==> src/rtl/onchip_mem_pkg.sv <==
// Shared constants and types for the on-chip main-memory arbiter.
package onchip_mem_pkg;

    localparam int ADDR_W = 18;
    localparam int DATA_W = 32;
    localparam int BE_W   = DATA_W / 8;

    // Requester identity; also the encoding of the round-robin pointer.
    typedef enum logic {
        REQ_M0 = 1'b0,
        REQ_M1 = 1'b1
    } req_id_t;

endpackage

==> src/rtl/onchip_mem_arbiter_rr_arb2.sv <==
// Two-way arbiter: combinational one-hot grant, registered last-grant pointer.
module rr_arb2
    import onchip_mem_pkg::*;
#(
    parameter int FIXED_PRIO = 0
) (
    input  logic       clk,
    input  logic       reset,
    input  logic [1:0] i_req,
    output logic [1:0] o_gnt
);

    req_id_t    r_last;
    logic [1:0] w_gnt;

    // Pick the winner: fixed m0 priority, or the requester that did not win last.
    always_comb begin
        w_gnt = 2'b00;
        if (FIXED_PRIO != 0) begin
            if (i_req[0])      w_gnt = 2'b01;
            else if (i_req[1]) w_gnt = 2'b10;
        end else begin
            case (i_req)
                2'b01:   w_gnt = 2'b01;
                2'b10:   w_gnt = 2'b10;
                2'b11:   w_gnt = (r_last == REQ_M1) ? 2'b01 : 2'b10;
                default: w_gnt = 2'b00;
            endcase
        end
    end

    // Remember who won; reset to m1 so that m0 takes the first contended grant.
    always_ff @(posedge clk) begin
        if (reset)
            r_last <= REQ_M1;
        else if (|w_gnt)
            r_last <= w_gnt[1] ? REQ_M1 : REQ_M0;
    end

    assign o_gnt = w_gnt;

endmodule

==> src/rtl/onchip_mem_arbiter.sv <==
// Shares the single-port on-chip RAM between two Avalon-MM masters:
// same-cycle grant, one-cycle read return, reset_req stalls all traffic.
module onchip_mem_arbiter #(
    parameter int ADDR_W     = onchip_mem_pkg::ADDR_W,
    parameter int DATA_W     = onchip_mem_pkg::DATA_W,
    parameter int BE_W       = onchip_mem_pkg::BE_W,
    parameter int FIXED_PRIO = 0
) (
    input  logic              clk,
    input  logic              reset,
    input  logic              reset_req,
    input  logic [ADDR_W-1:0] m0_address,
    input  logic [BE_W-1:0]   m0_byteenable,
    input  logic              m0_read,
    input  logic              m0_write,
    input  logic [DATA_W-1:0] m0_writedata,
    output logic              m0_waitrequest,
    output logic [DATA_W-1:0] m0_readdata,
    output logic              m0_readdatavalid,
    input  logic [ADDR_W-1:0] m1_address,
    input  logic [BE_W-1:0]   m1_byteenable,
    input  logic              m1_read,
    input  logic              m1_write,
    input  logic [DATA_W-1:0] m1_writedata,
    output logic              m1_waitrequest,
    output logic [DATA_W-1:0] m1_readdata,
    output logic              m1_readdatavalid,
    output logic [ADDR_W-1:0] ram_address,
    output logic [BE_W-1:0]   ram_byteenable,
    output logic [DATA_W-1:0] ram_writedata,
    output logic              ram_chipselect,
    output logic              ram_write,
    output logic              ram_clken,
    input  logic [DATA_W-1:0] ram_readdata
);

    import onchip_mem_pkg::*;

    logic       w_block;
    logic [1:0] w_req;
    logic [1:0] w_gnt;
    logic       w_sel1;
    logic       w_rd_acc;
    logic       r_rd_pend;
    req_id_t    r_rd_id;

    // No grants while in reset or while the memory is being protected.
    assign w_block = reset | reset_req;
    assign w_req   = {m1_read | m1_write, m0_read | m0_write} & {2{~w_block}};

    rr_arb2 #(
        .FIXED_PRIO (FIXED_PRIO)
    ) u_arb (
        .clk   (clk),
        .reset (reset),
        .i_req (w_req),
        .o_gnt (w_gnt)
    );

    // Data mux defaults to m0 when nobody is granted.
    assign w_sel1         = w_gnt[1];
    assign ram_address    = w_sel1 ? m1_address    : m0_address;
    assign ram_byteenable = w_sel1 ? m1_byteenable : m0_byteenable;
    assign ram_writedata  = w_sel1 ? m1_writedata  : m0_writedata;
    assign ram_chipselect = |w_gnt;
    assign ram_write      = (w_gnt[0] & m0_write) | (w_gnt[1] & m1_write);
    assign ram_clken      = ~reset_req;

    assign m0_waitrequest = ~w_gnt[0];
    assign m1_waitrequest = ~w_gnt[1];

    // read+write together is a write: no read return for it.
    assign w_rd_acc = (w_gnt[0] & m0_read & ~m0_write) |
                      (w_gnt[1] & m1_read & ~m1_write);

    // Read-return pipeline: one outstanding slot, refilled every cycle.
    always_ff @(posedge clk) begin
        if (reset) begin
            r_rd_pend <= 1'b0;
            r_rd_id   <= REQ_M0;
        end else begin
            r_rd_pend <= w_rd_acc;
            if (w_rd_acc)
                r_rd_id <= w_sel1 ? REQ_M1 : REQ_M0;
        end
    end

    // RAM q is routed to both masters; readdatavalid qualifies it.
    // Gating with reset drops a return that lands in a reset cycle.
    assign m0_readdata      = ram_readdata;
    assign m1_readdata      = ram_readdata;
    assign m0_readdatavalid = r_rd_pend & ~reset & (r_rd_id == REQ_M0);
    assign m1_readdatavalid = r_rd_pend & ~reset & (r_rd_id == REQ_M1);

endmodule

==> config.mk <==
export PLATFORM = sky130hd
export DESIGN_NAME = onchip_mem_arbiter
export DESIGN_NICKNAME = d
export VERILOG_FILES = /design/src/rtl/onchip_mem_pkg.sv /design/src/rtl/onchip_mem_arbiter_rr_arb2.sv /design/src/rtl/onchip_mem_arbiter.sv
export SDC_FILE = /design/constraint.sdc
export NUM_CORES = 1
export LEC_CHECK = 0
export BUFFER_PORTS_ARGS = -buffer_cell sky130_fd_sc_hd__buf_2
export CAP_MARGIN = 40
export CORE_AREA = 2 2 105 107
export DETAILED_ROUTE_END_ITERATION = 16
export DIE_AREA = 0 0 107 109
export PLACE_DENSITY = 0.46
export SLEW_MARGIN = 5
export SYNTH_ARGS = -nofsm -noshare
export SYNTH_HDL_FRONTEND = slang
export SYNTH_SLANG_ARGS = --single-unit
==> constraint.sdc <==
create_clock -name clk -period 2.6 [get_ports clk]
set_input_delay 0.26 -clock clk [delete_from_list [all_inputs] [get_ports clk]]
set_output_delay 0.26 -clock clk [all_outputs]
set_load 0.05 [all_outputs]
==> results.sh <==
export IMPL_outcome="complete, no violations"
export IMPL_grt_pass1_wl_um=8040
export IMPL_numCtsBuffers=3
export IMPL_fillers=1180
export IMPL_period_minus_slack_ps=2130
export IMPL_synth_area_sq_um=1610
export IMPL_grt_antenna_before_repair=0
export IMPL_reg2reg_to="r_rd_id"
export IMPL_multi_input_area_sq_um=932
export IMPL_worstHoldPathType="input port to flop"
export IMPL_synthTopCellsByArea="mux2_4 (46%), buf_4 (30%), buf_12 (7.5%)"
export IMPL_post_route_period_util_pct=82.1
export IMPL_place_congestion=0.756
export IMPL_async_reset_ff_share_pct=0
export IMPL_post_dp_cell_area_sq_um=2100
export IMPL_clock_sinks=3
export IMPL_hold_violations=0
export IMPL_worstSetupStartpoint="u_arb.r_last"
export IMPL_synth_edf_count=0
export IMPL_yosys_register_bits=3
export IMPL_synth_top_cell_area_share_pct=45.8
export IMPL_drive_gt1_share_pct=88.5
export IMPL_pre_cts_slack_ps=475
export IMPL_cts_resized=0
export IMPL_drtPass1Iterations=4
export IMPL_fmax_ghz=0.469
export IMPL_clk_insertion_delay_late_ps=220
export IMPL_final_cell_count_no_fill=402
export IMPL_placementRows=38
export IMPL_overflow=0
export IMPL_cts_tree="built"
export IMPL_worst_slack_ps=466
export IMPL_hold_buffers=0
export IMPL_seqCellArea_sq_um=60.1
export IMPL_first_global_vias=1448
export IMPL_ant_nets=0
export IMPL_grt_util_all_layers_pct=9.11
export IMPL_r2r_start="u_arb.r_last"
export IMPL_ys_seq_area_share_pct=3.74
export IMPL_ctsHtreeMaxLevel=1
export IMPL_ir_drop_mv=0.214
export IMPL_final_area_sq_um=2140
export IMPL_tightestPinTransition_ps=316
export IMPL_post_cts_buffers=0
export IMPL_vias_per_cell=3.64
export IMPL_area_delta_synth_final_pct=33.3
export IMPL_synthTopCellsByCount="buf_4 (64), mux2_4 (49), buf_12 (6)"
export IMPL_grt_max_degree=29
export IMPL_io_pins=272
export IMPL_dieArea_sq_um=11700
export IMPL_diodes=0
export IMPL_clk_path_buf_depth=2
export IMPL_via_count=1464
export IMPL_finalSetupTns_ps=0
export IMPL_fin_nets=410
export IMPL_r2r_cells=3
export IMPL_hpwl_um=5360
export IMPL_skew_ps=1.73
export IMPL_synth_area_per_cell_sq_um=10.6
export IMPL_reg2reg_slack_ps=1680
export IMPL_cts_root_buf="clkbuf_8"
export IMPL_startpoint_type="flop"
export IMPL_dieWidth_um=107
export IMPL_critPathArrivalTime_ps=1870
export IMPL_drc_errors=0
export IMPL_synth_distinct_cells=24
export IMPL_routedWlPerCell_um=15.2
export IMPL_initial_utilization_pct=15.2
export IMPL_core_sq_um=10600
export IMPL_synth_flop_cell="dfxtp_1"
export IMPL_cp_end_kind="primary output"
export IMPL_worstSetupPathType="flop to primary output"
export IMPL_setup_violations=0
export IMPL_slew_viol_final=0
export IMPL_endpoint="ram_address[4]"
export IMPL_rsz0062_at_grt="no"
export IMPL_ys_warnings_count=0
export IMPL_p_leak_nw=1.18
export IMPL_wl_um=6130
export IMPL_powerDensity_nw_per_um2=340
export IMPL_path_clk_slew_ps=30
export IMPL_port_buffers=175
export IMPL_synth_area_leader_cell="mux2_4"
export IMPL_max_slew_margin_pct=79.1
export IMPL_fp_dieH_um=109
export IMPL_yosysMostFrequentCell="buf_4"
export IMPL_syn_num_nets=298
export IMPL_maxCapViolations=0
export IMPL_postSynthCellCount=151
export IMPL_place_inst=398
export IMPL_cp_max_fo=28
export IMPL_crit_required_ps=2340
export IMPL_dr_first_iter_drc_count=78
-- worst min path at each step --
stage	startpoint	endpoint	slack, ps	cells past startpoint
2_1_floorplan	reset	r_rd_id	340	1
5_1_grt	reset	r_rd_id	300	2
3_3_place_gp	reset	r_rd_id	510	2
6_report	reset	r_rd_id	290	2
3_5_place_dp	reset	r_rd_id	520	2
4_1_cts	reset	r_rd_id	290	2
-- state kept, by name (all words and copies together), names as in the netlist --
| name | count |
|---|---|
| u_arb.r_last | 1 |
| r_rd_pend | 1 |
| r_rd_id | 1 |
-- cells in the final DEF (no fill, tap or decap), types with 2 or more instances in the layout --
master,instances
buf_12,2
buf_2,175
clkbuf_8,3
dfxtp_1,3
inv_1,4
mux2_1,5
mux2_4,49
nor2_1,2
nor3b_1,2
-- power breakdown --
group	switching (mW)	total (mW)	internal, mW	leakage, nW
combinational	0.342	0.540	0.199	1.13
clock	0.0333	0.138	0.105	0.0228
sequential	0.00225	0.0509	0.0487	0.0246
total	0.377	0.730	0.352	1.18
-- metal layers --
layer	global-route usage (%)	vias to the layer above	part of all wire, %
met3	3.11	25	12
met2	17.2	96	50
met5	0	-	0
met4	3.06	0	1.8
li1	-	680	-
met1	9.37	663	36
-- per-stage QoR --
stage	hold WS (ps)	util, %	power, mW
final	292	20.2	0.730
after global routing	305	20.2	0.762
after CTS	291	20.2	0.738
after detailed placement	517	19.8	0.595
after global placement	510	19.8	0.592
after floorplan	336	-	0.705
-- kinds of logic after synthesis --
family | share of synthesized area, %
AOI/OAI and AO/OA | 3.97
buffers and inverters | 38.3
DFF | 3.74
muxes | 49.3
and+or+nand+nor | 4.75
-- critical path: stages, from the launching register on --
cell and delay [ps]:
dfxtp_1 340, o21ai_2 120, and3_4 370, buf_12 260, mux2_4 320, buf_2 230
-- area by class of cell --
type                    instances  area share, %
repair buffers                177           42.7
flip-flops and latches          3           2.80
clock buffers                   4           2.10
inverters                       4          0.701
well taps                     140           8.17
multi-input cells              74           43.5
No activity file was read; power rests on OpenSTA's default activity.
